## src/rtl/or_sweep_ctrl.sv

```systemverilog
// Exhaustive self-test sweep for the or_gate datapath, checking every vector against a masked-OR golden model.
// Optional macro STOP_ON_FIRST_ERR_EN ends the sweep at the first mismatching vector.
module or_sweep_ctrl #(
    parameter int unsigned      WIDTH  = 10,
    parameter logic [WIDTH-1:0] MASK   = WIDTH'(10'h1FF),
    parameter int unsigned      SETTLE = 1
) (
    input  logic             clk,
    input  logic             rst,
    input  logic             start,
    output logic [WIDTH-1:0] dut_in,
    input  logic             dut_out,
    output logic             busy,
    output logic             done,
    output logic             pass,
    output logic [WIDTH:0]   err_count,
    output logic [WIDTH-1:0] first_err_vec,
    output logic             first_err_vld
);

    localparam int unsigned CNT_W = (SETTLE > 1) ? $clog2(SETTLE) : 1;

    localparam logic [1:0] ST_IDLE  = 2'd0;
    localparam logic [1:0] ST_WAIT  = 2'd1;
    localparam logic [1:0] ST_CHECK = 2'd2;
    localparam logic [1:0] ST_DONE  = 2'd3;

    localparam logic [WIDTH-1:0] LAST_VEC   = '1;
    localparam logic [CNT_W-1:0] SETTLE_END = CNT_W'(SETTLE - 1);

    logic [1:0]       state_q, state_d;
    logic [WIDTH-1:0] vec_q, vec_d;
    logic [CNT_W-1:0] cnt_q, cnt_d;
    logic [WIDTH:0]   err_q, err_d;
    logic [WIDTH-1:0] fev_q, fev_d;
    logic             fvld_q, fvld_d;
    logic             busy_q, busy_d;
    logic             done_q, done_d;
    logic             pass_q, pass_d;
    logic             mismatch_c;

    // State and result registers
    always_ff @(posedge clk) begin
        if (rst) begin
            state_q <= ST_IDLE;
            vec_q   <= '0;
            cnt_q   <= '0;
            err_q   <= '0;
            fev_q   <= '0;
            fvld_q  <= 1'b0;
            busy_q  <= 1'b0;
            done_q  <= 1'b0;
            pass_q  <= 1'b0;
        end else begin
            state_q <= state_d;
            vec_q   <= vec_d;
            cnt_q   <= cnt_d;
            err_q   <= err_d;
            fev_q   <= fev_d;
            fvld_q  <= fvld_d;
            busy_q  <= busy_d;
            done_q  <= done_d;
            pass_q  <= pass_d;
        end
    end

    // Next-state, sweep bookkeeping and golden compare
    always_comb begin
        state_d    = state_q;
        vec_d      = vec_q;
        cnt_d      = cnt_q;
        err_d      = err_q;
        fev_d      = fev_q;
        fvld_d     = fvld_q;
        mismatch_c = (|(vec_q & MASK)) != dut_out;

        case (state_q)
            ST_IDLE, ST_DONE: begin
                if (start) begin
                    state_d = ST_WAIT;
                    vec_d   = '0;
                    cnt_d   = '0;
                    err_d   = '0;
                    fev_d   = '0;
                    fvld_d  = 1'b0;
                end
            end
            ST_WAIT: begin
                if (cnt_q == SETTLE_END) begin
                    state_d = ST_CHECK;
                    cnt_d   = '0;
                end else begin
                    cnt_d = cnt_q + CNT_W'(1);
                end
            end
            ST_CHECK: begin
                if (mismatch_c) begin
                    err_d = err_q + (WIDTH+1)'(1);
                    if (!fvld_q) begin
                        fev_d  = vec_q;
                        fvld_d = 1'b1;
                    end
                end
`ifdef STOP_ON_FIRST_ERR_EN
                if (mismatch_c || (vec_q == LAST_VEC)) begin
                    state_d = ST_DONE;
                end else begin
                    state_d = ST_WAIT;
                    vec_d   = vec_q + WIDTH'(1);
                end
`else
                if (vec_q == LAST_VEC) begin
                    state_d = ST_DONE;
                end else begin
                    state_d = ST_WAIT;
                    vec_d   = vec_q + WIDTH'(1);
                end
`endif
            end
            default: state_d = ST_IDLE;
        endcase

        busy_d = (state_d == ST_WAIT) || (state_d == ST_CHECK);
        done_d = (state_d == ST_DONE);
        pass_d = done_d && (err_d == '0);
    end

    assign dut_in        = vec_q;
    assign busy          = busy_q;
    assign done          = done_q;
    assign pass          = pass_q;
    assign err_count     = err_q;
    assign first_err_vec = fev_q;
    assign first_err_vld = fvld_q;

endmodule

```

## config.mk

```make
export PLATFORM = sky130hd
export DESIGN_NAME = or_sweep_ctrl
export DESIGN_NICKNAME = d
export VERILOG_FILES = /design/src/rtl/or_sweep_ctrl.sv
export SDC_FILE = /design/constraint.sdc
export NUM_CORES = 1
export LEC_CHECK = 0
export ABC_CLOCK_PERIOD_IN_PS = 3100
export CORE_MARGIN = 3
export CORE_UTILIZATION = 31
export DETAILED_ROUTE_END_ITERATION = 16
export PLACE_DENSITY = 0.53
export SYNTH_ARGS = -nofsm -noshare
export SYNTH_HDL_FRONTEND = slang
export SYNTH_SLANG_ARGS = --single-unit
```

## constraint.sdc

```tcl
create_clock -name clk -period 3.1 [get_ports clk]
set_input_delay 0.93 -clock clk [delete_from_list [all_inputs] [get_ports clk]]
set_output_delay 0.93 -clock clk [all_outputs]
set_load 0.01 [all_outputs]
```

==> flow_metrics.tcl, run 1 <==
set metrics [dict create \
    antenna_cells_inserted 0 \
    yosysWarningCount 0 \
    design_power_total_mw 1.15 \
    synth.ff_latch_count 37 \
    tritoncts.num_buffers 5 \
    syn-mean-instance-area_um2 8.14 \
    power.internal_uw 867 \
    detailroute.via_count 1790 \
    worst_case_setup_slack_after_placement_ps -77.1 \
    port_buffers 38 \
    clock_tree.buffer_depth 2 \
    antenna_found_initial 0 \
    worstSetupStartpoint "start" \
    core_rows 27 \
    grt_max_degree 27 \
    ioPinCount 39 \
    crit-reg2reg-launch "dut_in[0]" \
    rsz0062_at_grt "false" \
    worstHoldStart "first_err_vec[8]" \
    start_util_pct 33.1 \
    gr-usage-all-layers_pct 14.1 \
    switching_share_pct 24.5 \
    grt.overflow.total 0 \
    tritoncts_num_sinks 37 \
    route.antenna.remaining_nets 0 \
    timing.critical_path.from_type "primary input" \
    drt_pre_antenna_iters 4 \
    synth_top_flop_cell "sky130_fd_sc_hd__dfxtp_1" \
    insertion_delay_ps 280 \
    post-synth-top-area-fraction_pct 39.4 \
    clock-root-buffer "sky130_fd_sc_hd__clkbuf_8" \
    path_clk_slew_ps 80 \
    rrSetupSlack_ps 250 \
    critical_path_peak_fanout 4 \
    post-cts-setup-buffer-count 0 \
    cell_count_after_synthesis 231 \
    finalWorstPathRequiredPeriod_ps 2890 \
    layout_setup_ws_ps 214 \
    die_h_um 83.9 \
    globalplace.congestion 0.810 \
    run_status "finished clean" \
    timing.fmax_ghz 0.347 \
    synth_enable_flop_cells 0 \
    cts_hold_buf 0 \
    synth.distinct_cells 46 \
    finalHoldViolCount 0 \
    via_per_inst 5.10 \
    remaining_drc_errors 0 \
    synth_area_leaders "sky130_fd_sc_hd__dfxtp_1, sky130_fd_sc_hd__nand4_1, sky130_fd_sc_hd__a21oi_1, sky130_fd_sc_hd__nand2_1, sky130_fd_sc_hd__nor2_1" \
    timing.clock.skew_ps 7.39 \
    power.share.combinational_pct 14.2 \
    nets 288 \
    power.share.clock_pct 43.1 \
    slew_violations 0 \
    setup_violations 0 \
    finalCritPeriodShare_pct 93.1 \
    cap_viol_max_count 0 \
    synth-async-reset-ratio_pct 0 \
    first_pass_grt_wire_length_mm 8.14 \
    drtIter0Drc 54 \
    cts_resized 0 \
    die_width_um 83.9 \
    hpwlAfterDp_mm 3.67 \
    criticalPathCategory "in2reg" \
    power_density_nw_per_um2 451 \
    fp.coreArea_um2 5680 \
    route.detailed.wl_per_inst_um 14.4 \
    routed_wirelength_mm 5.05 \
    first_global_vias 1588 \
    synth_top_area_cell "sky130_fd_sc_hd__dfxtp_1" \
    crit_required_ps 3300 \
    timing.critical_path.to_type "flip-flop" \
    ctsHtreeMaxLevel 2 \
    die_area_um2 7030 \
    p_sw_uw 281 \
    worst-endpoint-arrival_ps 3090 \
    p_r_area_growth_vs_syn_pct 35.5 \
    worstHoldPathType "reg2reg" \
    sequentialPowerShare_pct 42.7 \
    syn_nets 241 \
    slew_headroom_pct 69.5 \
    worst_ir_drop_vdd_mv 0.307 \
    mappedNetlistArea_um2 1880 \
    slew_of_the_pin_with_the_lowest_slew_margin_ps 454 \
    ratio_of_cells_with_drive_above_1_in_the_final_layout_pct 10.4 \
    tritoncts "built" \
    leakage_nw 0.863 \
    timing.hold.ws_ps 453 \
    yosysSeqAreaShare_pct 39.4 \
]
[layout make-up]
cell class / instances / area (um2)
well taps: 72 / 90.1
clock buffers: 5 / 68.8
multi-input cells: 171 / 1050
clock inverters: 3 / 65.1
fillers: 585 / 3130
flip-flops and latches: 37 / 741
inverters: 10 / 37.5
repair buffers: 53 / 493
[synth_stat cells, types with 4 or more instances]
library cell	count
sky130_fd_sc_hd__nand3_1	6
sky130_fd_sc_hd__dfxtp_1	37
sky130_fd_sc_hd__nor2_1	22
sky130_fd_sc_hd__o21ai_0	16
sky130_fd_sc_hd__xnor2_1	6
sky130_fd_sc_hd__clkbuf_1	11
sky130_fd_sc_hd__ha_1	6
sky130_fd_sc_hd__nand2_1	22
sky130_fd_sc_hd__inv_1	10
sky130_fd_sc_hd__nand4_1	15
sky130_fd_sc_hd__nor4_1	4
sky130_fd_sc_hd__a21oi_1	17
sky130_fd_sc_hd__nor2b_1	9
[critical path, cell delays in order]
cell and delay, ps:
sky130_fd_sc_hd__clkdlybuf4s50_1 450, sky130_fd_sc_hd__nor2b_1 240, sky130_fd_sc_hd__nand2_1 70, sky130_fd_sc_hd__o21ai_0 100, sky130_fd_sc_hd__ha_1 170, sky130_fd_sc_hd__nor2b_1 160
sky130_fd_sc_hd__a21boi_0 220, sky130_fd_sc_hd__o2111ai_1 140, sky130_fd_sc_hd__a2111o_1 410, sky130_fd_sc_hd__nor4_2 200
[stage by stage]
stage          area [um2]  utilization, %  instances  setup TNS, ps
3_3_place_gp         2410            42.5        343              0
5_1_grt              2550            44.9        351              0
2_1_floorplan        1880               -        231              0
3_5_place_dp         2410            42.5        343          -77.1
4_1_cts              2550            44.9        351              0
6_report             2550            44.9        351              0
[state kept, by name, summed over array words and instances, names as in the netlist]
signal	flops
busy	1
done	1
dut_in	10
err_count	11
first_err_vec	10
first_err_vld	1
pass	1
state_q	2
[power groups by stage]
stage | clock network, mW | logic (mW) | registers [mW]
2_1_floorplan | 0 | 0.0965 | 0.502
3_3_place_gp | 0 | 0.164 | 0.501
3_5_place_dp | 0 | 0.162 | 0.501
4_1_cts | 0.506 | 0.163 | 0.490
5_1_grt | 0.528 | 0.178 | 0.491
6_report | 0.494 | 0.163 | 0.490
[cell families (layout without fill, tap and decap cells)]
group	Yosys count	after routing	synth area share [%]
and+or+nand+nor	96	96	26.7
AOI/OAI and AO/OA	56	56	18.6
DFF	37	37	39.4
buffers and inverters	23	71	4.66
xor gates and xnor gates	9	9	4.19
adders and majority gates	6	6	3.99
muxes	4	4	2.40
[per-layer routing]
metal	vias up	GRT usage, %	share of wire [%]
li1	926	-	-
met1	826	20.1	50
met2	36	21.1	46
met3	2	2.86	3.4
met4	0	4.39	0.71
met5	-	0	0
[final timing paths]
path | cells past startpoint | to
worst max-delay path | 10 | pass
worst min register to register | 2 | first_err_vec[8]
worst max register to register | 11 | pass
worst min-delay path | 2 | first_err_vec[8]
[layout by cell type, fill, tap and decap left out, drive strengths merged, types with 2 or more instances in the layout]
cell type      count
nor2b              9
a31oi              3
nand2             23
nor4               5
buf               15
a21o               2
clkbuf             5
o21ai             16
a21boi             2
nand3              6
a21oi             17
xnor2              6
or3                4
nor2              23
nand4             15
xor2               3
ha                 6
a211oi             2
inv               10
o31ai              2
a311oi             3
nor4b              2
dfxtp             37
mux2i              3
clkdlybuf4s50     38
bufinv             2
nor3               3
(Power assumes the default switching activity.)
==> run 2: changes to the inputs <==
--- a/config.mk
+++ b/config.mk
@@ -9,6 +9,7 @@
 export CORE_MARGIN = 3
 export CORE_UTILIZATION = 31
 export DETAILED_ROUTE_END_ITERATION = 16
+export GPL_TIMING_DRIVEN = 0
 export PLACE_DENSITY = 0.53
 export SYNTH_ARGS = -nofsm -noshare
 export SYNTH_HDL_FRONTEND = slang
==> flow_metrics.tcl, run 2 (synthesis gave the netlist of run 1 again) <==
set metrics [dict create \
    run_status "finished clean" \
    routed_wirelength_mm 5.13 \
    ratio_of_cells_with_drive_above_1_in_the_final_layout_pct 6.91 \
    fillerInstances 574 \
    layout.cells.most_common_list "sky130_fd_sc_hd__clkdlybuf4s50_1, sky130_fd_sc_hd__dfxtp_1, sky130_fd_sc_hd__nand2_1, sky130_fd_sc_hd__nor2_1, sky130_fd_sc_hd__a21oi_1" \
    port_buffers 37 \
    critical_path_peak_fanout 8 \
    antenna_cells_inserted 0 \
    drt_pre_antenna_iters 4 \
    tritoncts.num_buffers 5 \
    setup_violations 0 \
    leakage_nw 0.813 \
    timing.clock.skew_ps 5.74 \
    drtIter0Drc 114 \
    design_power_total_mw 1.08 \
    worst_case_setup_slack_after_placement_ps -247 \
    finalWorstPathRequiredPeriod_ps 3050 \
    worst-endpoint-arrival_ps 3270 \
    slew_violations 0 \
    hpwlAfterDp_mm 3.73 \
    seq_area_um2 742 \
    power_density_nw_per_um2 435 \
    insertion_delay_ps 290 \
    tritoncts_num_sinks 37 \
    final_cells 347 \
    grt_max_degree 13 \
    fp.coreArea_um2 5680 \
    detailroute.via_count 1822 \
    remaining_drc_errors 0 \
    first_global_vias 1776 \
    grt.overflow.total 0 \
    multiInputGateArea_um2 1080 \
    finalHoldViolCount 0 \
    tritoncts "built" \
    clock-root-buffer "sky130_fd_sc_hd__clkbuf_8" \
    worst_ir_drop_vdd_mv 0.175 \
    rsz0062_at_grt "true" \
    criticalPathCategory "in2reg" \
    cell_count_post_placement 340 \
    route.detailed.wl_per_inst_um 14.8 \
    p_r_area_growth_vs_syn_pct 32.1 \
    via_per_inst 5.25 \
    nets 284 \
    clock_tree.buffer_depth 2 \
    most_common_library_cell_in_the_layout_ignoring_fill_and_taps "sky130_fd_sc_hd__clkdlybuf4s50_1" \
    die_h_um 83.9 \
    timing.fmax_ghz 0.328 \
    crit_required_ps 3330 \
    antenna_found_initial 0 \
    post-cts-setup-buffer-count 0 \
    layout_setup_ws_ps 52.9 \
    route.antenna.remaining_nets 0 \
    die_width_um 83.9 \
    fin_setup_tns_ps 0 \
    slew_headroom_pct 55.7 \
    timing.critical_path.to_type "flip-flop" \
    worstHoldPathType "reg2reg" \
    ioPinCount 39 \
    start_util_pct 33.1 \
    die_area_um2 7030 \
    path_clk_slew_ps 80 \
    finalCritPeriodShare_pct 98.3 \
    globalplace.congestion 0.853 \
    core_rows 27 \
    ctsHtreeMaxLevel 2 \
    largest_register_ff_count 11 \
    cap_viol_max_count 0 \
    timing.critical_path.from_type "primary input" \
    slew_of_the_pin_with_the_lowest_slew_margin_ps 662 \
    gr-usage-all-layers_pct 15.5 \
    first_pass_grt_wire_length_mm 8.94 \
]
==> run 2: worst paths after layout <==
check                           slack (ps)  cells past startpoint        startpoint          endpoint
worst max-delay path                    50                      8             start         dut_in[7]
worst min-delay path                   450                      2  first_err_vec[5]  first_err_vec[5]
worst max register to register         250                     10         dut_in[4]              pass
worst min register to register         450                      2  first_err_vec[5]  first_err_vec[5]
==> run 2: final cells by class <==
class / instances / share of cell area (%)
buffer: 12 / 1.86
clock buffer: 6 / 3.33
clock inverter: 2 / 1.51
inverter: 10 / 1.51
multi-input combinational: 171 / 43.3
sequential: 37 / 29.9
tap: 72 / 3.63
timing repair buffer: 37 / 14.9
==> run 2: power breakdown <==
part / switching [mW] / total, mW / internal [mW] / leakage, nW
Combinational: 0.0972 / 0.149 / 0.0515 / 0.456
Clock: 0.181 / 0.442 / 0.262 / 0.0574
Sequential: 0.00699 / 0.489 / 0.482 / 0.299
Total: 0.285 / 1.08 / 0.796 / 0.813
==> run 2: routing by layer <==
layer	share of wire (%)	GRT usage [%]
met1	50	21.7
met3	2.6	3.06
met2	47	23.9
met5	0	0
met4	1.0	4.39
==> run 2: critical path: stages <==
cell	delay (ps)
sky130_fd_sc_hd__clkdlybuf4s50_1	550
sky130_fd_sc_hd__nor2b_4	70
sky130_fd_sc_hd__or2_2	260
sky130_fd_sc_hd__buf_2	190
sky130_fd_sc_hd__nor2_2	250
sky130_fd_sc_hd__or4b_1	550
sky130_fd_sc_hd__or3_1	330
sky130_fd_sc_hd__a21oi_1	140
==> run 2: what timing repair did <==
item	in CTS	in global routing
setup endpoints to repair	1	4
hold buffers	0	0
cloned	0	0
resized for setup	1	5
==> run 2: per-stage QoR <==
step	utilization, %	hold slack [ps]	cell area, um2
after global routing	43.7	482	2480
final	43.7	455	2480
after global placement	41.2	441	2340
after floorplan	-	476	1880
after CTS	43.5	457	2470
after detailed placement	41.2	448	2340
